[config.mk]
export PLATFORM = sky130hd
export DESIGN_NAME = speed_ramp_pwm
export DESIGN_NICKNAME = d
export VERILOG_FILES = /design/src/rtl/speed_ramp_pwm.sv
export SDC_FILE = /design/constraint.sdc
export NUM_CORES = 1
export LEC_CHECK = 0
export CAP_MARGIN = 20
export CORE_UTILIZATION = 38
export DETAILED_ROUTE_END_ITERATION = 6
export PLACE_DENSITY_LB_ADDON = 0.05
export SKIP_LAST_GASP = 1
export SLEW_MARGIN = 15
export SYNTH_ARGS = -nofsm -noshare
export SYNTH_HDL_FRONTEND = slang
export SYNTH_SLANG_ARGS = --single-unit
[constraint.sdc]
create_clock -name CLK_50 -period 4.3 [get_ports CLK_50]
set_input_delay 0.645 -clock CLK_50 [delete_from_list [all_inputs] [get_ports CLK_50]]
set_output_delay 0.645 -clock CLK_50 [all_outputs]
set_load 0.03 [all_outputs]
[src/rtl/speed_ramp_pwm.sv]
`default_nettype none
// ============================================================================
//  Module      : speed_ramp_pwm
//  Description : Speed-level to PWM motor drive. The duty cycle ramps toward
//                level*LEVEL_DUTY by RAMP_STEP on every slow_clk rising edge.
//                A direction change is committed only once the duty has
//                ramped down to zero. Emergency stop forces duty to zero at
//                once. Free-running PWM counter with a registered output.
//  Revision    : 1.0  initial release
// ============================================================================
module speed_ramp_pwm #(
    parameter int PWM_BITS   = 8,
    parameter int LEVEL_DUTY = 51,
    parameter int RAMP_STEP  = 4,
    parameter int MAX_LEVEL  = 5
) (
    input  logic                CLK_50,
    input  logic                reset,
    input  logic                slow_clk,
    input  logic [2:0]          freq_num,
    input  logic                dir_req,
    input  logic                estop,
    output logic                pwm_out,
    output logic                dir_out,
    output logic [PWM_BITS-1:0] duty,
    output logic                at_speed,
    output logic [1:0]          state
);

    // Largest duty value the PWM counter can express.
    localparam int unsigned c_DUTY_MAX = (2 ** PWM_BITS) - 1;

    typedef enum logic [1:0] {
        ST_STOP    = 2'b00,
        ST_RAMP    = 2'b01,
        ST_CRUISE  = 2'b10,
        ST_REVERSE = 2'b11
    } state_t;

    // ------------------------------------------------------------------------
    // Registers
    // ------------------------------------------------------------------------
    state_t              r_state;
    logic [PWM_BITS-1:0] r_duty;
    logic                r_dir;
    logic                r_slow_q;
    logic [PWM_BITS-1:0] r_cnt;
    logic                r_pwm;

    // ------------------------------------------------------------------------
    // Combinational signals
    // ------------------------------------------------------------------------
    logic                w_tick;
    logic                w_dir_mismatch;
    logic [31:0]         w_lvl;
    logic [31:0]         w_tgt_wide;
    logic [PWM_BITS-1:0] w_tgt;
    logic [PWM_BITS-1:0] w_goal;
    logic [PWM_BITS-1:0] w_diff_up;
    logic [PWM_BITS-1:0] w_diff_dn;
    logic [PWM_BITS-1:0] w_step_duty;
    state_t              w_state_nxt;
    logic [PWM_BITS-1:0] w_duty_nxt;
    logic                w_dir_nxt;

    // Delayed copy of slow_clk so each rising edge yields a single-cycle tick.
    always_ff @(posedge CLK_50 or negedge reset) begin
        if (!reset) begin
            r_slow_q <= 1'b0;
        end else begin
            r_slow_q <= slow_clk;
        end
    end

    assign w_tick         = slow_clk & ~r_slow_q;
    assign w_dir_mismatch = (dir_req != r_dir);

    // Target duty: clamp the level, scale it, saturate to the counter range.
    always_comb begin
        w_lvl = {29'd0, freq_num};
        if (w_lvl > 32'(MAX_LEVEL)) begin
            w_lvl = 32'(MAX_LEVEL);
        end
        w_tgt_wide = w_lvl * 32'(LEVEL_DUTY);
        if (w_tgt_wide > 32'(c_DUTY_MAX)) begin
            w_tgt = '1;
        end else begin
            w_tgt = w_tgt_wide[PWM_BITS-1:0];
        end
    end

    // While reversing the duty must head to zero whatever the level says.
    assign w_goal    = (r_state == ST_REVERSE) ? '0 : w_tgt;
    assign w_diff_up = w_goal - r_duty;
    assign w_diff_dn = r_duty - w_goal;

    // One ramp step toward the goal, landing exactly on it rather than past it.
    always_comb begin
        w_step_duty = r_duty;
        if (r_duty < w_goal) begin
            if (w_diff_up > PWM_BITS'(RAMP_STEP)) begin
                w_step_duty = r_duty + PWM_BITS'(RAMP_STEP);
            end else begin
                w_step_duty = w_goal;
            end
        end else if (r_duty > w_goal) begin
            if (w_diff_dn > PWM_BITS'(RAMP_STEP)) begin
                w_step_duty = r_duty - PWM_BITS'(RAMP_STEP);
            end else begin
                w_step_duty = w_goal;
            end
        end
    end

    // Next-state decode: estop first, then direction handling, then ramping.
    always_comb begin
        w_state_nxt = r_state;
        w_duty_nxt  = r_duty;
        w_dir_nxt   = r_dir;
        if (estop) begin
            w_state_nxt = ST_STOP;
            w_duty_nxt  = '0;
        end else begin
            case (r_state)
                ST_STOP: begin
                    // Duty is zero here, so a new direction is safe to apply.
                    if (w_dir_mismatch) begin
                        w_dir_nxt = dir_req;
                    end else if (w_tgt != '0) begin
                        w_state_nxt = ST_RAMP;
                    end
                end
                ST_RAMP: begin
                    if (w_dir_mismatch) begin
                        w_state_nxt = ST_REVERSE;
                    end else if (r_duty == w_tgt) begin
                        w_state_nxt = (w_tgt != '0) ? ST_CRUISE : ST_STOP;
                    end else if (w_tick) begin
                        w_duty_nxt = w_step_duty;
                    end
                end
                ST_CRUISE: begin
                    if (w_dir_mismatch) begin
                        w_state_nxt = ST_REVERSE;
                    end else if (w_tgt != r_duty) begin
                        w_state_nxt = ST_RAMP;
                    end
                end
                ST_REVERSE: begin
                    // Request withdrawn before reaching zero: resume normal ramp.
                    if (!w_dir_mismatch) begin
                        w_state_nxt = ST_RAMP;
                    end else if (r_duty == '0) begin
                        w_dir_nxt   = dir_req;
                        w_state_nxt = ST_STOP;
                    end else if (w_tick) begin
                        w_duty_nxt = w_step_duty;
                    end
                end
                default: begin
                    w_state_nxt = ST_STOP;
                    w_duty_nxt  = '0;
                end
            endcase
        end
    end

    // Control registers: state, applied duty and applied direction.
    always_ff @(posedge CLK_50 or negedge reset) begin
        if (!reset) begin
            r_state <= ST_STOP;
            r_duty  <= '0;
            r_dir   <= 1'b0;
        end else begin
            r_state <= w_state_nxt;
            r_duty  <= w_duty_nxt;
            r_dir   <= w_dir_nxt;
        end
    end

    // Free-running PWM counter and registered compare output.
    always_ff @(posedge CLK_50 or negedge reset) begin
        if (!reset) begin
            r_cnt <= '0;
            r_pwm <= 1'b0;
        end else begin
            r_cnt <= r_cnt + PWM_BITS'(1);
            r_pwm <= (r_cnt < r_duty);
        end
    end

    assign pwm_out  = r_pwm;
    assign dir_out  = r_dir;
    assign duty     = r_duty;
    assign state    = r_state;
    assign at_speed = (r_state == ST_CRUISE);

endmodule
`default_nettype wire
Word-level counts from Yosys, hierarchy flattened --
Index checks and enable logic that the tools add are counted.
Operators by class: eq/ne operators 18, add/sub/neg operators 5, multipliers 1, multiplexer cells 29, reduce and logical (&&, ||, !) cells 8, order comparisons 7, bitwise operators 3
Operator list (number):
- $mux W8 | 12
- $gt A32 B8 Y1 const B | 1
- $mul A32 B6 Y32 const B | 1
- $mux W2 | 10
- $ne A3 B3 Y1 const B | 6
- $gt A8 B3 Y1 const B | 2
- $lt A8 B8 Y1 | 2
- $pmux W8 S2 | 1
- $sub A8 B8 Y8 | 2
- $reduce_and A5 Y1 | 3
- $add A8 B1 Y8 const B | 1
- $add A8 B3 Y8 const B | 1
- $eq A8 B8 Y1 | 1
- $gt A8 B8 Y1 | 1
- $logic_not A8 Y1 | 1
- $ne A8 B8 Y1 | 1
- $pmux W2 S4 | 1
- $reduce_bool A8 Y1 | 1
- $sub A8 B3 Y8 const B | 1
- $eq A2 B2 Y1 const B | 2
- $ne A2 B2 Y1 const B | 2
- $ne A4 B2 Y1 const B | 1
- $ne A4 B3 Y1 const B | 1
- $ne A4 B4 Y1 const B | 1
- other kinds (12) | 15
Storage, ports and cells: logic and storage cells 77, flip-flop bits (word level) 21, output and inout bits 13, input bits 8

Logic depth before layout (Yosys ltp) --
Gate-level depths: netlist (run 1).
depth in word-level cells 16, depth in mapped cells 20

Least setup slack after synthesis (run 1) --
No wires, ideal clock.
kind in2reg, start in freq_num[2], end reg r_duty[5] (netlist: duty[5]), slack 277 ps, cell stages on the path 20, arrival time 3929 ps, library setup time 94 ps, cells stage by stage inv_1 > nand2_1 > inv_1 > ha_1 > ha_1 > clkbuf_2 > a211oi_1 > nor3_1 > a211oi_1 > inv_1 > ha_1 > clkbuf_2 > o21a_1 > o21ai_0 > a21oi_1 > a221oi_2 > o41ai_1 > buf_6 > a21oi_1 > a221oi_2
Between the ends: longest elaborated chain between the ends 16, elaborated cells on any way between the ends 26, those cells by class add/sub: 2; mul: 1; order compare: 6; eq/ne: 2; mux: 14; reduce/logical: 1
RTL lines:
- start: declaration | line 20 | input logic [2:0] freq_num,
- $gt A3 B3 Y1 | line 81 | if (w_lvl > 32'(MAX_LEVEL)) begin
- $mux W3 (*) | line 81
- $mul A32 B6 Y32 (*) | line 84 | w_tgt_wide = w_lvl * 32'(LEVEL_DUTY);
- $gt A32 B8 Y1 | line 85 | if (w_tgt_wide > 32'(c_DUTY_MAX)) begin
- $mux W8 (*) | line 85
- $mux W8 | line 93 | assign w_goal = (r_state == ST_REVERSE) ? '0 : w_tgt;
- $sub A8 B8 Y8 | line 95 | assign w_diff_dn = r_duty - w_goal;
- $gt A8 B3 Y1 | line 107 | if (w_diff_dn > PWM_BITS'(RAMP_STEP)) begin
- $mux W8 | line 107
- $mux W8 | line 106 | end else if (r_duty > w_goal) begin
- $mux W8 | line 100 | if (r_duty < w_goal) begin
- $mux W8 | line 138, 156
- $mux W8 (on tied branches) | line 153, 136
- $mux W8 (on tied branches) | line 151, 134
- $pmux W8 S2 | line 124 | case (r_state)
- $mux W8 | line 120 | if (estop) begin
- end signal: assignment | line 176 | r_duty <= w_duty_nxt;
- end: declaration | line 44 | logic [PWM_BITS-1:0] r_duty;
Mark *: on every way between the ends. The rest lies on a longest branch, timed or not. The select of a mux whose other input is x is not followed. A chain may end at the register's enable or synchronous reset.

Final worst setup path (run 1) --
start in freq_num[1], end reg r_duty[3] (netlist: duty[3])
The elaborated chain is that of the path after synthesis.

==> results of run 1 <==
-- cell usage after synthesis (7+ instances only) --
library cell | number | area share
nor2_1 | 13 | 0.018
o21ai_0 | 18 | 0.033
xor2_1 | 7 | 0.022
nand3_1 | 18 | 0.033
a21oi_1 | 22 | 0.040
nor3_1 | 14 | 0.026
xnor2_1 | 15 | 0.048
inv_1 | 26 | 0.036
nand2_1 | 14 | 0.019
a31oi_1 | 7 | 0.016
ha_1 | 30 | 0.14
mux2i_1 | 8 | 0.029
dfrtp_1 | 21 | 0.19
-- where the power goes --
part	total (uW)	leakage, uW	internal, uW	switching, uW
logic	790	0.00122	367	423
registers	251	0.000272	217	34.2
clock network	126	0.0000228	65.8	59.7
total	1170	0.00152	650	517
-- worst max-delay path: cells and delay by family --
family / cells / cell delay (ns)
muxes: 1 / 0.25
AOI/OAI and AO/OA: 5 / 1.02
buffers and inverters: 3 / 0.75
and+or+nand+nor: 3 / 0.30
adders and majority gates: 3 / 1.02
xor gates and xnor gates: 2 / 0.25
-- cells by family (layout without fill, tap and decap cells) --
| logic type | Yosys count | count (layout) | synth area share |
|---|---|---|---|
| AND/OR/NAND/NOR | 92 | 92 | 0.182 |
| AO/OA/AOI/OAI | 102 | 102 | 0.298 |
| flip-flops | 21 | 21 | 0.192 |
| multiplexers | 8 | 8 | 0.0292 |
| adder cells (fa/ha/maj) | 31 | 31 | 0.144 |
| XOR/XNOR | 23 | 23 | 0.0763 |
| buffers and inverters | 45 | 115 | 0.0781 |
-- final cells by class --
type / instances / area share
inverter: 26 / 0.0274
sequential: 21 / 0.148
timing repair buffer: 85 / 0.199
multi-input combinational: 256 / 0.580
tap: 96 / 0.0337
clock buffer: 4 / 0.0126
-- through the flow --
step	std cells	hold slack, ns
3_5_place_dp	483	0.471
2_1_floorplan	322	0.349
4_1_cts	487	0.484
5_1_grt	488	0.496
3_3_place_gp	483	0.465
6_report	488	0.475
-- worst paths after layout --
check	slack [ns]	end	startpoint
worst max-delay path	0.21	duty[3]	freq_num[1]
worst min-delay path	0.48	r_cnt[7]	r_cnt[7]
worst max register to register	0.89	duty[0]	state[1]
worst min register to register	0.48	r_cnt[7]	r_cnt[7]
max in group asynchronous	2.79	duty[7]	reset
min in group asynchronous	0.92	duty[0]	reset
-- registers in the layout, indices dropped and copies added, names as in the netlist --
signal / count
pwm_out: 1
duty: 8
r_cnt: 8
dir_out: 1
r_slow_q: 1
state: 2
-- metal layers --
metal / vias to the layer above / part of all wire
met2: 40 / 0.47
met3: 10 / 0.021
met4: 0 / 0.022
met1: 1293 / 0.49
met5: - / 0
li1: 1344 / -
-- repair_timing --
item                                    4_1_cts  5_1_grt
setup buffers                                 0        1
gates resized for setup                       4       15
endpoints found under the setup margin        8        8
pin swaps                                     0        8
==> flow_summary.ini, run 1 <==
[status]
status = finished clean

[floorplanning]
core_area_um2 = 6870
start_util = 0.399
design.die.area_um2 = 7550
die_h_um = 86.9
die_x_um = 86.9
num_rows = 30
num_io_pins = 21

[logic_synthesis]
synth_seq_cells = 21
seq_area_frac_synth = 0.192
synth_edf_count = 0
yosys_warnings = 0
synth.avg_cell_area_um2 = 8.51
synth_top_flop_cell = dfrtp_1
synth.cell_area_um2 = 2740
ys_types = 66
synthesis.instances = 322
ys_async_sr_fraction = 1.00
synth_nets = 361

[place]
pre_cts_slack_ns = -0.391
dp_hpwl_mm = 6.26
gp_congestion = 0.860
placed_area_um2 = 3440
port_buffers = 20

[grt]
antenna_found_initial = 0
first_global_vias = 2630
use_met2 = 0.364
grt_overflow = 0
global_route.usage.met3 = 0.00569
busiest_layer = met2
grtUsageMet1 = 0.308
grt_first_pass_wirelength_mm = 13.0
grt.total_usage = 0.220
grt_max_degree = 22

[timing]
fmax_mhz = 244
fin_skew_ns = 0.00758
postLayoutSetupSlackWorst_ns = 0.207
hold_viol_final = 0
worst_slew_pin_slew_ns = 0.956
setup_tns_ns = 0
rsz0062_at_grt = yes
period_share = 0.952
min_period_ns = 4.09
maxSlewViolCount = 0
relSlewSlack = 0.361
setup_violations = 0

[min_path]
hold_path_class = register to register
holdPathStages = 1

[run]
drv_cap = 0

[clock_network]
clk-insertion-delay-late_ns = 0.25
cts-root-buf = clkbuf_8
hold_buffers = 0
numCtsBuffers = 3
clk_pin_slew_worst_paths_ns = 0.08
cts.htree.levels = 1
cts_tree = done
cts.sinks = 21
cts_buffer_depth = 2

[setup_path]
cp.required_ns = 4.46
cp_max_fo = 7
slowest_delay_ns = 0.52
slowest_stage = clkdlybuf4s50_1
worstPathArrival_ns = 4.25
path_class = primary input to register
crit_path_frequent_cell = xor2_1
cp-start-kind = primary input
reg2reg_depth = 15
crit_path_end_kind = register
path_cells = clkdlybuf4s50_1, nand2_1, ha_1, ha_4, a31oi_1, xor2_1, a21oi_1, inv_1, ha_2, buf_4, xor2_1, nor2_1, mux2i_1, nor2_2, o21ai_0, o311ai_2, a221oi_2

[layout]
utilization = 0.518
finalNetCount = 432
stdcell_area_um2 = 3560
final_cell_mix = buf_4, inv_1, ha_1, dfrtp_1, a21oi_1
drive_gt1_frac = 0.265
n_antenna_cell = 0
area_growth_pct = 30.0
fill_cells = 667
regArea_um2 = 526
multiInputGateArea_um2 = 2070
final_common_cell = buf_4

[pwr]
peakVddDrop_v = 0.000187
p_leak_uw = 0.00152
total_power_uw = 1170
powerDensity_nw_per_um2 = 327

[route]
viasPerCell = 5.51
post_drt_wl_per_cell_um = 15.9
drc = 0
firstDrtPassIters = 4
ant_nets = 0
via_count = 2687
drt-initial-drc-count = 133
wirelength_mm = 7.75
Note: power is estimated with default switching activity, not from simulation.
==> inputs of run 2 (changes only) <==
--- a/config.mk
+++ b/config.mk
@@ -10,7 +10,6 @@
 export DETAILED_ROUTE_END_ITERATION = 6
 export PLACE_DENSITY_LB_ADDON = 0.05
 export SKIP_LAST_GASP = 1
-export SLEW_MARGIN = 15
 export SYNTH_ARGS = -nofsm -noshare
 export SYNTH_HDL_FRONTEND = slang
 export SYNTH_SLANG_ARGS = --single-unit
==> results of run 2 <==
The final DEF is identical to that of run 1; final timing and power are the same.
==> inputs of run 3 (changes only) <==
--- a/config.mk
+++ b/config.mk
@@ -8,6 +8,7 @@
 export CAP_MARGIN = 20
 export CORE_UTILIZATION = 38
 export DETAILED_ROUTE_END_ITERATION = 6
+export DONT_BUFFER_PORTS = 1
 export PLACE_DENSITY_LB_ADDON = 0.05
 export SKIP_LAST_GASP = 1
 export SYNTH_ARGS = -nofsm -noshare
==> flow_summary.ini, run 3 (synthesized netlist as in run 1, its figures left out) <==
[floorplanning]
num_rows = 30
design.die.area_um2 = 7550
die_x_um = 86.9
core_area_um2 = 6870
start_util = 0.399
die_h_um = 86.9
num_io_pins = 21

[route]
viasPerCell = 5.75
drc = 0
post_drt_wl_per_cell_um = 17.2
via_count = 2448
firstDrtPassIters = 4
ant_nets = 0
drt-initial-drc-count = 113
wirelength_mm = 7.33

[place]
gp_congestion = 0.840
placed_area_um2 = 2940
dpl.cell_count = 422
port_buffers = 0
dp_hpwl_mm = 5.88

[setup_path]
slowest_delay_ns = 0.51
slowest_stage = or4_1
cp_max_fo = 8
path_cells = inv_1, nand2_1, ha_1, ha_1, xor2_2, o21ai_0, ha_1, or4_1, o21ai_0, a21oi_1, a221oi_2, nor3_1, buf_4, a31oi_4, o21ai_0, a21oi_1
reg2reg_depth = 14
ff2ff_setup_slack_ns = 0.66
path_class = primary input to register
r2r_start = state[1]
cp-start-kind = primary input
worstPathArrival_ns = 4.13
r2r-end = duty[4]
cp.required_ns = 4.48
crit_path_end_kind = register

[run]
drv_cap = 0

[timing]
rsz0062_at_grt = no
min_period_ns = 3.94
period_share = 0.917
fmax_mhz = 253
fin_skew_ns = 0.00212
relSlewSlack = 0.561
setup_violations = 0
setup_tns_ns = 0
hold_ws_ns = 0.0778
maxSlewViolCount = 0
worst_slew_pin_slew_ns = 0.659
hold_viol_final = 0

[clock_network]
cts-root-buf = clkbuf_8
numCtsBuffers = 3
post_cts_buffers = 0
clk-insertion-delay-late_ns = 0.25
clk_pin_slew_worst_paths_ns = 0.07
cts_tree = done
cts.htree.levels = 1
cts.sinks = 21
cts_buffer_depth = 2

[layout]
multiInputGateArea_um2 = 2010
drive_gt1_frac = 0.155
stdcell_area_um2 = 2980
final_cell_mix = ha_1, inv_1, a21oi_1, buf_4, dfrtp_1
area_growth_pct = 8.91
n_antenna_cell = 0
finalNonFillerCells = 426
finalNetCount = 370
regArea_um2 = 526
final_common_cell = ha_1
fill_cells = 689

[status]
status = finished clean

[grt]
antenna_found_initial = 0
grt_max_degree = 22
global_route.usage.met3 = 0.0142
grtUsageMet1 = 0.297
grt_overflow = 0
grt_first_pass_wirelength_mm = 12.5
grt.total_usage = 0.213
first_global_vias = 2483
busiest_layer = met2
use_met2 = 0.359

[min_path]
hold_path_class = primary input to async pin

[pwr]
powerDensity_nw_per_um2 = 338
p_leak_uw = 0.00123
peakVddDrop_v = 0.000146
total_power_uw = 1010
[run 3: changes by cell type in the layout (fill, tap and decap cells not counted), moves of 2 or more]
cell / delta
o21ai_2: -2
a21oi_2: -2
buf_4: -41
ha_1: +4
o21ai_0: +3
ha_2: -3
a21oi_1: +2
clkdlybuf4s50_1: -19
[run 3: cell type report]
cell class	count	area share
well taps	96	0.0403
repair buffers	23	0.0621
clock buffers	4	0.0151
multi-input cells	256	0.674
inverters	26	0.0327
flip-flops and latches	21	0.176
[run 3: critical path: cells and delay by family]
family | cells | cell delay (ns)
AOI/OAI and AO/OA | 7 | 1.34
xor gates and xnor gates | 1 | 0.25
adders and majority gates | 3 | 0.91
buffers and inverters | 2 | 0.22
and+or+nand+nor | 3 | 0.75
[run 3: through the flow]
stage | worst slack, ns | util
floorplan | 0.277 | -
global placement | 0.124 | 0.427
detailed placement | 0.0921 | 0.427
CTS | 0.336 | 0.434
global route | 0.0503 | 0.434
finish | 0.355 | 0.434
[run 3: worst max path at each step]
stage / slack (ns) / endpoint / cells after the start / start
detailed placement: 0.09 / duty[4] / 15 / freq_num[2]
floorplan: 0.28 / duty[5] / 20 / freq_num[2]
finish: 0.36 / duty[0] / 16 / freq_num[2]
global placement: 0.12 / duty[4] / 18 / freq_num[2]
global route: 0.05 / duty[0] / 16 / freq_num[2]
CTS: 0.34 / duty[4] / 15 / freq_num[2]
[run 3: per-layer routing]
metal,share of wire,up-vias
li1,-,1221
met3,0.033,4
met4,0.0091,0
met5,0,-
met1,0.48,1194
met2,0.48,29
[run 3: where the power goes]
group	internal [uW]	total (uW)	switching [uW]
clock	65.9	126	60.1
sequential	216	273	57.1
combinational	248	610	361
[run 3: timing repair]
action | in CTS | in global routing
hold buffers | 0 | 0
gates resized for setup | 0 | 1
endpoints found under the setup margin | 0 | 1
==> RTL edit, RTL diff (config.mk and constraints of run 3) <==
Set the parameter `PWM_BITS` to 7 (it was 8).
--- a/src/rtl/speed_ramp_pwm.sv
+++ b/src/rtl/speed_ramp_pwm.sv
@@ -9,7 +9,7 @@
 //  Revision    : 1.0  initial release
 // ============================================================================
 module speed_ramp_pwm #(
-    parameter int PWM_BITS   = 8,
+    parameter int PWM_BITS   = 7,
     parameter int LEVEL_DUTY = 51,
     parameter int RAMP_STEP  = 4,
     parameter int MAX_LEVEL  = 5
Ports: changed (resized duty); port bits go from 21 to 20. The function was not compared with the original's and may differ.
==> RTL edit against run 3 <==
Wire length shrank 24%; utilization grew 1.2 points; sequential cell count shrank 2; total power shrank 22%; area after synthesis shrank 23%; cell area shrank 22%; register-to-register slack gained 0.28 ns; setup slack gained 0.026 ns; largest cell class unchanged.
==> RTL edit: results <==
[synthesis]
ys.flop_type = dfrtp_1
synth_warnings = 0
avgSynthCellArea_sq_um = 8.49
yosysUniqueCellTypes = 52
synth_fp_nets = 281
ys_seq_area_share_pct = 22.4
ys_top_cells_by_area = dfrtp_1, ha_1, xnor2_1
async_flop_share_pct = 100
netlist_top_cells_count = ha_1, dfrtp_1, a21oi_1

[grt]
grt_util_all_layers_pct = 20.0
grt_pass1_wl_um = 9320
antenna_found_initial = 0
grt_max_degree = 20

[setup_path]
crit_fanout = 9
crit_path_start = freq_num[1]
slowest_delay_ns = 0.41
path_delay_family = compound AO/OA/AOI/OAI gates
rr_startpoint = state[0]$_DFFE_PN0P_
arrival_ns = 4.07
slowest_stage = mux2_2

[place]
dpl.hpwl_um = 4400
dp.cells = 327
portBuffers = 0
gp_congestion = 0.800
post-place-ws_ns = 0.101
place_area_sq_um = 2290

[clocking]
root_buffer = clkbuf_8
cts.clk_slew.worst_paths_ns = 0.07
clock_latency_ns = 0.25
numCtsBuffers = 3
post_cts_buffers = 0
cts.path.max_buffers = 2
cts_resized = 0
ctsHtreeMaxLevel = 1

[finish]
num-nets-final = 293
diodes = 0
drive_above_1_share_pct = 13.0

[sta]
tightest_slew_ns = 0.614
skew_ns = 0.00158

[status]
status = completed

[pwr]
p_leak_uw = 0.00101
vdd_ir_drop_max_mv = 0.199

[drt]
drt_wl_total_um = 5590
drtIter0Drc = 160
via_per_inst = 5.55
vias = 1837
drtPass1Iterations = 4

[min_path]
min_path_type = in2async
==> RTL edit: final cells by class <==
type                    count  area, sq um
repair buffers             18          135
inverters                  15         56.3
multi-input cells         205         1540
fillers                   527         2900
well taps                  70         87.6
clock buffers               4         45.0
flip-flops and latches     19          475
==> RTL edit: stage by stage <==
stage | util (%) | total power (uW)
after detailed placement | 43.7 | 661
after global routing | 44.6 | 848
after floorplan | - | 561
after global placement | 43.7 | 666
after CTS | 44.6 | 790
final | 44.6 | 784
==> RTL edit: routing by layer <==
layer  share of wire (%)  global-route usage, %  vias to the layer above
met3                 3.3                   3.57                        0
li1                    -                      -                      948
met5                   0                      0                        -
met2                  44                   31.5                       35
met1                  52                   29.5                      854
met4                   0                   1.35                        0
==> RTL edit: kinds of logic after synthesis <==
| kind of cell | Yosys count | synth area share [%] |
|---|---|---|
| simple gates | 74 | 19.8 |
| buf+inv | 26 | 5.19 |
| xor+xnor | 20 | 8.25 |
| compound gates | 79 | 26.5 |
| mux | 9 | 4.36 |
| fa+ha+maj | 23 | 13.6 |
| flops | 19 | 22.4 |
==> RTL edit: path summary, 6_finish.rpt <==
check	end	slack (ns)	cells after the start
min reg2reg	r_cnt[6]$_DFF_PN0_	0.48	1
min	duty[5]$_DFFE_PN0P_	0.08	0
max in group asynchronous	state[1]$_DFFE_PN0P_	4.14	0
min in group CLK_50	r_slow_q$_DFF_PN0_	0.42	0
max	duty[6]$_DFFE_PN0P_	0.38	16
max reg2reg	duty[6]$_DFFE_PN0P_	0.94	13
==> RTL edit: where the power goes <==
| group | internal [uW] | switching (uW) | total (uW) |
|---|---|---|---|
| sequential | 196 | 34.7 | 230 |
| combinational | 180 | 249 | 430 |
| clock | 65.8 | 58.1 | 124 |
| total | 442 | 342 | 784 |
